`src/rtl/kb_ascii_decoder.sv`:
```
// kb_ascii_decoder
// PS/2 set-2 scan-code to ASCII decoder with a first-word-fall-through output
// queue. Tracks break/extended prefixes, both shift keys and caps-lock, and
// pushes case- and shift-correct ASCII into a 2^W_DEPTH entry FIFO.
//
// Ports:
//   i_clk         system clock, rising edge
//   i_rst_n       asynchronous active-low reset
//   i_scan_code   received scan byte, qualified by i_scan_valid
//   i_scan_valid  one-cycle strobe per byte
//   i_rd          pop the head entry (ignored while empty)
//   o_ascii_code  FIFO head, 8'h00 while empty
//   o_empty       FIFO empty
//   o_full        FIFO full
//   o_drop        one-cycle pulse when a character was refused by a full FIFO
//   o_shift       either shift key held
//   o_caps        caps-lock toggle state
module kb_ascii_decoder #(
  parameter int W_DEPTH = 3,
  parameter bit CAPS_EN = 1'b1
) (
  input  logic       i_clk,
  input  logic       i_rst_n,
  input  logic [7:0] i_scan_code,
  input  logic       i_scan_valid,
  input  logic       i_rd,
  output logic [7:0] o_ascii_code,
  output logic       o_empty,
  output logic       o_full,
  output logic       o_drop,
  output logic       o_shift,
  output logic       o_caps
);

  typedef enum logic [1:0] {S_IDLE, S_BRK, S_EXT, S_EXT_BRK} state_t;

  localparam int DEPTH = 1 << W_DEPTH;
  localparam logic [W_DEPTH:0] PTR_ONE = {{W_DEPTH{1'b0}}, 1'b1};

  state_t           state_q, state_d;
  logic             lshift_q, lshift_d;
  logic             rshift_q, rshift_d;
  logic             caps_q, caps_d;
  logic             caps_held_q, caps_held_d;
  logic             drop_q, drop_d;
  logic [W_DEPTH:0] wr_ptr_q, wr_ptr_d;
  logic [W_DEPTH:0] rd_ptr_q, rd_ptr_d;
  logic [7:0]       mem_q [DEPTH];

  logic       push;
  logic [7:0] push_ch;
  logic [8:0] xlat;
  logic       empty, full, pop, wr_en;

  // Returns {mapped, ascii}. Letters follow shift XOR caps; digits and
  // symbols follow shift only; the fixed control codes ignore both.
  function automatic logic [8:0] translate(input logic [7:0] code,
                                           input logic shift,
                                           input logic caps);
    logic       hit, letter;
    logic [7:0] lo, hi, ch;
    hit = 1'b1; letter = 1'b0; lo = 8'h00; hi = 8'h00;
    case (code)
      8'h1C: begin letter = 1'b1; lo = 8'h61; end
      8'h32: begin letter = 1'b1; lo = 8'h62; end
      8'h21: begin letter = 1'b1; lo = 8'h63; end
      8'h23: begin letter = 1'b1; lo = 8'h64; end
      8'h24: begin letter = 1'b1; lo = 8'h65; end
      8'h2B: begin letter = 1'b1; lo = 8'h66; end
      8'h34: begin letter = 1'b1; lo = 8'h67; end
      8'h33: begin letter = 1'b1; lo = 8'h68; end
      8'h43: begin letter = 1'b1; lo = 8'h69; end
      8'h3B: begin letter = 1'b1; lo = 8'h6A; end
      8'h42: begin letter = 1'b1; lo = 8'h6B; end
      8'h4B: begin letter = 1'b1; lo = 8'h6C; end
      8'h3A: begin letter = 1'b1; lo = 8'h6D; end
      8'h31: begin letter = 1'b1; lo = 8'h6E; end
      8'h44: begin letter = 1'b1; lo = 8'h6F; end
      8'h4D: begin letter = 1'b1; lo = 8'h70; end
      8'h15: begin letter = 1'b1; lo = 8'h71; end
      8'h2D: begin letter = 1'b1; lo = 8'h72; end
      8'h1B: begin letter = 1'b1; lo = 8'h73; end
      8'h2C: begin letter = 1'b1; lo = 8'h74; end
      8'h3C: begin letter = 1'b1; lo = 8'h75; end
      8'h2A: begin letter = 1'b1; lo = 8'h76; end
      8'h1D: begin letter = 1'b1; lo = 8'h77; end
      8'h22: begin letter = 1'b1; lo = 8'h78; end
      8'h35: begin letter = 1'b1; lo = 8'h79; end
      8'h1A: begin letter = 1'b1; lo = 8'h7A; end
      8'h45: begin lo = 8'h30; hi = 8'h29; end
      8'h16: begin lo = 8'h31; hi = 8'h21; end
      8'h1E: begin lo = 8'h32; hi = 8'h40; end
      8'h26: begin lo = 8'h33; hi = 8'h23; end
      8'h25: begin lo = 8'h34; hi = 8'h24; end
      8'h2E: begin lo = 8'h35; hi = 8'h25; end
      8'h36: begin lo = 8'h36; hi = 8'h5E; end
      8'h3D: begin lo = 8'h37; hi = 8'h26; end
      8'h3E: begin lo = 8'h38; hi = 8'h2A; end
      8'h46: begin lo = 8'h39; hi = 8'h28; end
      8'h0E: begin lo = 8'h60; hi = 8'h7E; end
      8'h4E: begin lo = 8'h2D; hi = 8'h5F; end
      8'h55: begin lo = 8'h3D; hi = 8'h2B; end
      8'h54: begin lo = 8'h5B; hi = 8'h7B; end
      8'h5B: begin lo = 8'h5D; hi = 8'h7D; end
      8'h5D: begin lo = 8'h5C; hi = 8'h7C; end
      8'h4C: begin lo = 8'h3B; hi = 8'h3A; end
      8'h52: begin lo = 8'h27; hi = 8'h22; end
      8'h41: begin lo = 8'h2C; hi = 8'h3C; end
      8'h49: begin lo = 8'h2E; hi = 8'h3E; end
      8'h4A: begin lo = 8'h2F; hi = 8'h3F; end
      8'h29: begin lo = 8'h20; hi = 8'h20; end
      8'h5A: begin lo = 8'h0D; hi = 8'h0D; end
      8'h66: begin lo = 8'h08; hi = 8'h08; end
      8'h0D: begin lo = 8'h09; hi = 8'h09; end
      8'h76: begin lo = 8'h1B; hi = 8'h1B; end
      default: hit = 1'b0;
    endcase
    if (letter) ch = (shift ^ caps) ? (lo - 8'h20) : lo;
    else        ch = shift ? hi : lo;
    return {hit, ch};
  endfunction

  assign empty = (wr_ptr_q == rd_ptr_q);
  assign full  = (wr_ptr_q[W_DEPTH] != rd_ptr_q[W_DEPTH]) &&
                 (wr_ptr_q[W_DEPTH-1:0] == rd_ptr_q[W_DEPTH-1:0]);
  assign xlat  = translate(i_scan_code, lshift_q | rshift_q, caps_q);

  // Prefix FSM, modifier tracking and FIFO pointer bookkeeping. When full,
  // a simultaneous pop frees the head slot, so the push lands where the head
  // was and both pointers advance together.
  always_comb begin
    state_d     = state_q;
    lshift_d    = lshift_q;
    rshift_d    = rshift_q;
    caps_d      = caps_q;
    caps_held_d = caps_held_q;
    push        = 1'b0;
    push_ch     = xlat[7:0];
    if (i_scan_valid) begin
      case (state_q)
        S_IDLE: begin
          if (i_scan_code == 8'hF0)      state_d = S_BRK;
          else if (i_scan_code == 8'hE0) state_d = S_EXT;
          else if (i_scan_code == 8'h12) lshift_d = 1'b1;
          else if (i_scan_code == 8'h59) rshift_d = 1'b1;
          else if (i_scan_code == 8'h58) begin
            // Only the first make toggles; typematic repeats are absorbed.
            if (CAPS_EN) begin
              if (!caps_held_q) caps_d = ~caps_q;
              caps_held_d = 1'b1;
            end
          end
          else push = xlat[8];
        end
        S_BRK: begin
          state_d = S_IDLE;
          if (i_scan_code == 8'h12)      lshift_d = 1'b0;
          else if (i_scan_code == 8'h59) rshift_d = 1'b0;
          else if (i_scan_code == 8'h58) caps_held_d = 1'b0;
        end
        S_EXT: begin
          if (i_scan_code == 8'hF0) state_d = S_EXT_BRK;
          else begin
            state_d = S_IDLE;
            if (i_scan_code == 8'h5A) begin push = 1'b1; push_ch = 8'h0D; end
            if (i_scan_code == 8'h4A) begin push = 1'b1; push_ch = 8'h2F; end
          end
        end
        default: state_d = S_IDLE;
      endcase
    end
    pop      = i_rd & ~empty;
    wr_en    = push & (~full | pop);
    drop_d   = push & full & ~pop;
    wr_ptr_d = wr_en ? (wr_ptr_q + PTR_ONE) : wr_ptr_q;
    rd_ptr_d = pop   ? (rd_ptr_q + PTR_ONE) : rd_ptr_q;
  end

  always_ff @(posedge i_clk or negedge i_rst_n) begin
    if (!i_rst_n) begin
      state_q     <= S_IDLE;
      lshift_q    <= 1'b0;
      rshift_q    <= 1'b0;
      caps_q      <= 1'b0;
      caps_held_q <= 1'b0;
      drop_q      <= 1'b0;
      wr_ptr_q    <= '0;
      rd_ptr_q    <= '0;
    end else begin
      state_q     <= state_d;
      lshift_q    <= lshift_d;
      rshift_q    <= rshift_d;
      caps_q      <= caps_d;
      caps_held_q <= caps_held_d;
      drop_q      <= drop_d;
      wr_ptr_q    <= wr_ptr_d;
      rd_ptr_q    <= rd_ptr_d;
    end
  end

  // Storage needs no reset: the pointers alone decide what is visible.
  always_ff @(posedge i_clk) begin
    if (wr_en) mem_q[wr_ptr_q[W_DEPTH-1:0]] <= push_ch;
  end

  assign o_ascii_code = empty ? 8'h00 : mem_q[rd_ptr_q[W_DEPTH-1:0]];
  assign o_empty      = empty;
  assign o_full       = full;
  assign o_drop       = drop_q;
  assign o_shift      = lshift_q | rshift_q;
  assign o_caps       = caps_q;

endmodule

```
`config.mk`:
```
export PLATFORM = sky130hd
export DESIGN_NAME = kb_ascii_decoder
export DESIGN_NICKNAME = d
export VERILOG_FILES = /design/src/rtl/kb_ascii_decoder.sv
export SDC_FILE = /design/constraint.sdc
export NUM_CORES = 1
export LEC_CHECK = 0
export ABC_CLOCK_PERIOD_IN_PS = 6840
export CAP_MARGIN = 20
export CORE_MARGIN = 2
export CORE_UTILIZATION = 25
export DETAILED_ROUTE_END_ITERATION = 8
export SETUP_SLACK_MARGIN = 0.3
export SYNTH_ARGS = -nofsm -noshare
export SYNTH_HDL_FRONTEND = slang
export SYNTH_SLANG_ARGS = --single-unit
```
`constraint.sdc`:
```
create_clock -name i_clk -period 6.84 [get_ports i_clk]
set_input_delay 1.026 -clock i_clk [delete_from_list [all_inputs] [get_ports i_clk]]
set_output_delay 1.026 -clock i_clk [all_outputs]
set_load 0.01 [all_outputs]
```
==> summary.txt, run 1 <==
Share of cells above drive strength 1 - 14.8%
Remaining DRCs - 0
Total Neg Setup Slack - 0 ns
Final period util - 70.3%
Crit start category - input pin
Unrepaired setup endpoints after global routing - no
First-pass detailed-route iteration total - 5
Synth Net Count - 439
Antenna violations before repair - 0
Ys flop type - edfxtp_1
Hold violation total from the final report - 0
Chip width - 143 µm
Tmin final - 4.81 ns
Post-CTS Setup Bufs - 0
Site Rows - 50
Wire per inst - 17.4 µm
Number of global-route vias before repair - 3567
Nature of the critical path endpoint - register
DR vias - 3585
Ports - 25
H-tree lvl count - 3
Worst EP required - 6.79 ns
Register area share after synthesis - 47.3%
Ranking of synthesized cells by area - edfxtp_1 40%, dfrtp_1 7.7%, mux4_2 7.4%
F_max - 208 MHz
Gr usage total - 12.1%
Placed cell count - 683
Hold WC Path Type - register to register
Static leakage - 1.93 nW
Inserted Clock Buffers - 9
Post-route insts no fill - 700
Peak VDD IR - 150 µV
Clock Latency Late Sink - 0.33 ns
PwrDens - 298 nW/µm²
Post-detailed-route count of antenna-violating nets - 0
Remaining global-route overflow - 0
CP bufs+invs - 1
Post-synth top area share - 39.5%
Die ar. - 20600 µm²
Die Y - 143 µm
Final wirelength - 12200 µm
Num Clock Sinks - 79
Clock skew - 0.00869 ns
Number of synthesized flops with an enable pin - 64
CP cell instances - clkdlybuf4s50_1 -> or4b_4 -> or4_4 -> o31ai_4 -> nor4_4 -> a21oi_4 -> nor2_8 -> nor4bb_2
Core Footprint - 18900 µm²
Async S/R FF share, synth - 19.0%
Final setup fails - 0
CTS Buffer Depth - 2
Cell variety after synth - 73
# resized after CTS - 0
Area Overhead vs Synth - 16.5%
Crit path max-delay family - simple AND/OR/NAND/NOR gates
Outcome - completed
Synthesized instance count - 424
CTS clk-pin slew, worst paths - 0.06 ns
Global-route wire length before repair - 19500 µm
Synth Warn # - 0
CTS Root Cell - clkbuf_16
CTS tree - done
Arr. time, crit path - 4.76 ns
Nets - 450
Synth Cell Area - 4860 µm²
Crit-path max FO - 31
Largest net degree at the start of global routing - 32
Slew Limit Headroom - 29.3%
Register bit total from synthesis - 79
Count of input and output buffers - 24
Vias per cell - 5.12
Avg Synthesized Cell Area - 11.5 µm²
Final count of pins violating max slew - 0
Post-synth top area cell - edfxtp_1
N_diodes - 0
Crit Path Class - input pin to register
DP Wirelength - 8730 µm
GPL Wtd Cong - 0.968
Starting DRC count in detailed routing - 398
Max Cap Viol - 0
Crit-path max cell delay - 0.97 ns
Slowest cell on the critical path - clkdlybuf4s50_1
Starting density of the core - 25.7%
CTS Hold Buffers Added - 0
Worst-Margin Slew - 1.06 ns
==> metrics by stage <==
step	hold slack (ns)	utilization [%]	total power, W	setup WS (ns)	area [µm²]
after floorplan	0.450	-	0.00101	2.97	4860
after global placement	0.468	28.3	0.00120	1.72	5340
after detailed placement	0.478	28.3	0.00121	1.64	5340
after CTS	0.493	29.9	0.00170	1.98	5650
after global routing	0.538	30.0	0.00177	1.75	5660
final	0.488	30.0	0.00169	2.03	5660
==> routing by layer <==
| metal | vias to the layer above | track usage [%] | routed length [µm] |
|---|---|---|---|
| li1 | 1679 | - | - |
| met1 | 1725 | 16.4 | 5460 |
| met2 | 157 | 19.1 | 5660 |
| met3 | 24 | 2.17 | 781 |
| met4 | 0 | 5.16 | 263 |
| met5 | - | 0 | 0 |
==> where the power goes <==
part           leakage [nW]  switching (W)  internal [W]  total, W
clock                 0.149       0.000174      0.000316  0.000490
combinational         0.988       0.000246      0.000297  0.000544
sequential            0.792      0.0000894      0.000564  0.000653
==> sequential cells by signal (all words and copies together) (netlist names) <==
name / flops
mem_q: 64
rd_ptr_q: 4
wr_ptr_q: 4
state_q: 2
caps_held_q: 1
lshift_q: 1
o_caps: 1
o_drop: 1
rshift_q: 1
==> worst reg2reg max path: cells and delay by family (launching register included) <==
kind	cells	cell delay, ns
DFF	1	0.93
xor gates and xnor gates	1	0.28
AOI/OAI and AO/OA	1	0.23
and+or+nand+nor	5	1.45
==> synthesized netlist by cell type, types with 7 or more instances <==
cell	count
edfxtp_1	64
nor2_1	33
nand2_1	31
o21ai_0	22
buf_2	17
mux4_2	16
dfrtp_1	15
a21oi_1	14
clkbuf_1	13
nand3_1	13
mux2i_1	12
xnor2_1	10
nor2b_1	9
nor3_1	8
and3_1	7
==> area by class of cell <==
type	count	area [µm²]
clock inverters	5	72.6
fillers	1949	13200
clock buffers	11	233
well taps	260	325
multi-input cells	303	2380
repair buffers	36	334
inverters	6	22.5
flip-flops and latches	79	2300
==> logic make-up (layout without fill, tap and decap cells) <==
| logic type | count (synthesis) | count (layout) | synth area share [%] |
|---|---|---|---|
| AO/OA/AOI/OAI | 91 | 91 | 13.2 |
| XOR/XNOR | 16 | 16 | 2.88 |
| adder cells (fa/ha/maj) | 3 | 3 | 0.772 |
| buffers and inverters | 42 | 58 | 3.84 |
| flip-flops | 79 | 79 | 47.3 |
| multiplexers | 30 | 30 | 10.4 |
| AND/OR/NAND/NOR | 163 | 163 | 21.6 |
==> cell usage in the layout (no fill, tap or decap), drive strengths merged, types with 7 or more instances in the layout <==
cell type      instances
edfxtp                64
nor2                  34
nand2                 31
clkdlybuf4s50         24
o21ai                 22
mux4                  16
dfrtp                 15
a21oi                 15
nand3                 13
mux2i                 12
buf                   12
clkbuf                11
xnor2                 10
nor2b                  9
nor3                   8
nor4                   8
nor4b                  8
and3                   7
==> worst paths after layout <==
check	start	to	slack (ns)	depth (start not counted)
worst max-delay path	i_scan_code[3]	mem_q[6][2]	2.03	8
worst min-delay path	lshift_q	lshift_q	0.49	2
worst max register to register	rd_ptr_q[1]	mem_q[6][2]	3.58	7
worst min register to register	lshift_q	lshift_q	0.49	2
max in group asynchronous	i_rst_n	wr_ptr_q[2]	5.26	1
min in group asynchronous	i_rst_n	rd_ptr_q[0]	1.12	1
(Power assumes the default switching activity.)
==> run 2: changes to the inputs <==
--- a/config.mk
+++ b/config.mk
@@ -5,7 +5,7 @@
 export SDC_FILE = /design/constraint.sdc
 export NUM_CORES = 1
 export LEC_CHECK = 0
-export ABC_CLOCK_PERIOD_IN_PS = 6840
+export ABC_CLOCK_PERIOD_IN_PS = 5000
 export CAP_MARGIN = 20
 export CORE_MARGIN = 2
 export CORE_UTILIZATION = 25
==> constraint.sdc (replaced) <==
create_clock -name i_clk -period 5 [get_ports i_clk]
set_input_delay 0.75 -clock i_clk [delete_from_list [all_inputs] [get_ports i_clk]]
set_output_delay 0.75 -clock i_clk [all_outputs]
set_load 0.01 [all_outputs]
==> run 2 against run 1 <==
Worst setup slack worse by 0.93 ns. Core utilization is 0.70 points higher. Wire length increased by 5.1%. Non-clock buffer count is 18 higher. Cell area rose by 2.3%. Global-route usage rose by 0.45 points. Critical endpoint is now mem_q[1][1]. Largest power group unchanged.
==> summary.txt, run 2 (synthesis gave the netlist of run 1 again) <==
Clock Latency Late Sink - 0.33 ns (about the same)
Switching Fraction - 30.3% (+0.071 points)
Reg power frac - 37.6% (-1.1 points)
Reg2reg path depth - 8 (+1)
Final setup fails - 0 (unchanged)
Crit-path max cell delay - 0.90 ns (-0.07 ns)
CTS Hold Buffers Added - 0 (unchanged)
Largest net degree at the start of global routing - 32 (unchanged)
Die Y - 143 µm (unchanged)
Nature of the critical path endpoint - register
Final wirelength - 12800 µm (+5.1%)
N_diodes - 0 (unchanged)
Crit Path Class - input pin to register
Area Overhead vs Synth - 19.2%
Num Clock Sinks - 79 (unchanged)
Max reg flops - 64 (unchanged)
Static leakage - 2.02 nW (+4.7%)
Top cell by count, worst path - nand2_1
Crit path max-delay family - compound AO/OA/AOI/OAI gates
Die ar. - 20600 µm² (unchanged)
Remaining global-route overflow - 0 (unchanged)
Cell Int Power - 0.00162 W (+38%)
Proportion of power drawn by the clock network - 28.8% (-0.2 points)
F_max - 256 MHz
Peak VDD IR - 222 µV (+48%)
Commonest non-fill, non-tap cell in the layout - edfxtp_1
Hold violation total from the final report - 0 (unchanged)
CTS tree - done
H-tree lvl count - 3 (unchanged)
Gr usage total - 12.6% (+0.45 points)
Tmin final - 3.90 ns
Nets - 468 (+4.0%)
Combinational Power Share - 33.6% (+1.4 points)
Slowest cell on the critical path - clkdlybuf4s50_1
Post-detailed-route count of antenna-violating nets - 0 (unchanged)
Worst setup margin - 1.10 ns (-0.929 ns)
Wire per inst - 17.8 µm (+2.4%)
Remaining DRCs - 0 (unchanged)
Global-route wire length before repair - 19900 µm (+1.8%)
Final period util - 78.0%
Site Rows - 50 (unchanged)
Hold WC Path Type - register to register
CP bufs+invs - 1 (unchanged)
DP Wirelength - 9300 µm (+6.5%)
Arr. time, crit path - 3.87 ns (-0.89 ns)
Slew Limit Headroom - 36.6% (+7.3 points)
Ports - 25 (unchanged)
Number of global-route vias before repair - 3583 (+0.45%)
Tot Pwr - 0.00233 W (+38%)
Crit start category - input pin
GPL Wtd Cong - 0.973 (+0.55%)
First-pass detailed-route iteration total - 8 (+3)
Fin Hold WS - 0.481 ns (-0.00709 ns)
CTS Buffer Depth - 2 (unchanged)
Critical Path Stages - 8 (unchanged)
Antenna violations before repair - 0 (unchanged)
Hold path cells - 2 (unchanged)
# resized after CTS - 0 (unchanged)
Post-CTS Setup Bufs - 0 (unchanged)
Worst EP required - 4.97 ns (-1.82 ns)
Core Footprint - 18900 µm² (unchanged)
CTS Root Cell - clkbuf_16
Unrepaired setup endpoints after global routing - no
CTS clk-pin slew, worst paths - 0.06 ns (about the same)
Net Switching - 0.000704 W (+38%)
Starting DRC count in detailed routing - 473 (+19%)
Max Cap Viol - 0 (unchanged)
Worst-Margin Slew - 0.949 ns (-0.109 ns)
Critical Path Source - i_scan_code[1]
Share of cells above drive strength 1 - 18.1% (+3.3 points)
Vias per cell - 5.26 (+2.7%)
Outcome - completed
Hold path startpoint - lshift_q
Final count of pins violating max slew - 0 (unchanged)
Chip width - 143 µm (unchanged)
Commonest cells after routing, fill and taps aside - 64 x edfxtp_1, 33 x nor2_1, 31 x nand2_1
DR vias - 3776 (+5.3%)
PwrDens - 401 nW/µm² (+35%)
Starting density of the core - 25.7% (unchanged)
Total Neg Setup Slack - 0 ns (unchanged)
Clock skew - 0.00830 ns (-0.000394 ns)
Reg-to-reg startpoint - rd_ptr_q[2]
CP cell instances - clkdlybuf4s50_1 -> and4bb_2 -> a22oi_1 -> nand2_1 -> a311oi_1 -> nand2_1 -> a2111oi_0 -> o22ai_1
Inserted Clock Buffers - 9 (unchanged)
Count of input and output buffers - 24 (unchanged)
Crit-path max FO - 20 (-35%)
Placement Setup Slack - 0.791 ns (-0.852 ns)
run 2: through the flow:
step | instances | utilization [%] | cell area (µm²)
5_1_grt | 718 | 30.7 | 5790
4_1_cts | 718 | 30.7 | 5790
2_1_floorplan | 424 | - | 4860
6_report | 718 | 30.7 | 5790
3_5_place_dp | 702 | 29.0 | 5490
3_3_place_gp | 702 | 29.0 | 5490
run 2: worst min-delay path, cell delays in order, from the launching register on:
cell and delay [ns]:
dfrtp_1 0.34, nand2_1 0.05, o21ai_0 0.06
run 2: cell type report:
| class | instances | area, µm² |
|---|---|---|
| well taps | 260 | 325 |
| flip-flops and latches | 79 | 2300 |
| inverters | 6 | 22.5 |
| clock inverters | 5 | 72.6 |
| clock buffers | 11 | 233 |
| multi-input cells | 303 | 2380 |
| fillers | 1944 | 13100 |
| repair buffers | 54 | 465 |
run 2: worst paths after layout:
check / endpoint / slack, ns
min reg2reg: lshift_q / 0.48
min: lshift_q / 0.48
max: mem_q[1][1] / 1.10
min in group asynchronous: wr_ptr_q[2] / 0.85
max in group asynchronous: wr_ptr_q[3] / 3.70
max reg2reg: mem_q[5][5] / 2.40
run 2: power by group through the flow:
stage	Sequential (W)	Clock, W	Combinational (W)
final	0.000875	0.000669	0.000781
after global routing	0.000888	0.000703	0.000850
after CTS	0.000879	0.000680	0.000794
after detailed placement	0.000893	0	0.000792
after global placement	0.000887	0	0.000781
after floorplan	0.000807	0	0.000571
run 2: routing by layer:
layer  wire (µm)  vias to the layer above  track usage, %  part of all wire, %
met4         418                        0            5.57                  3.3
li1            -                     1715               -                    -
met3         752                       34            2.17                  5.9
met5           0                        -               0                    0
met1        5780                     1860            17.2                   45
met2        5820                      167            19.6                   46
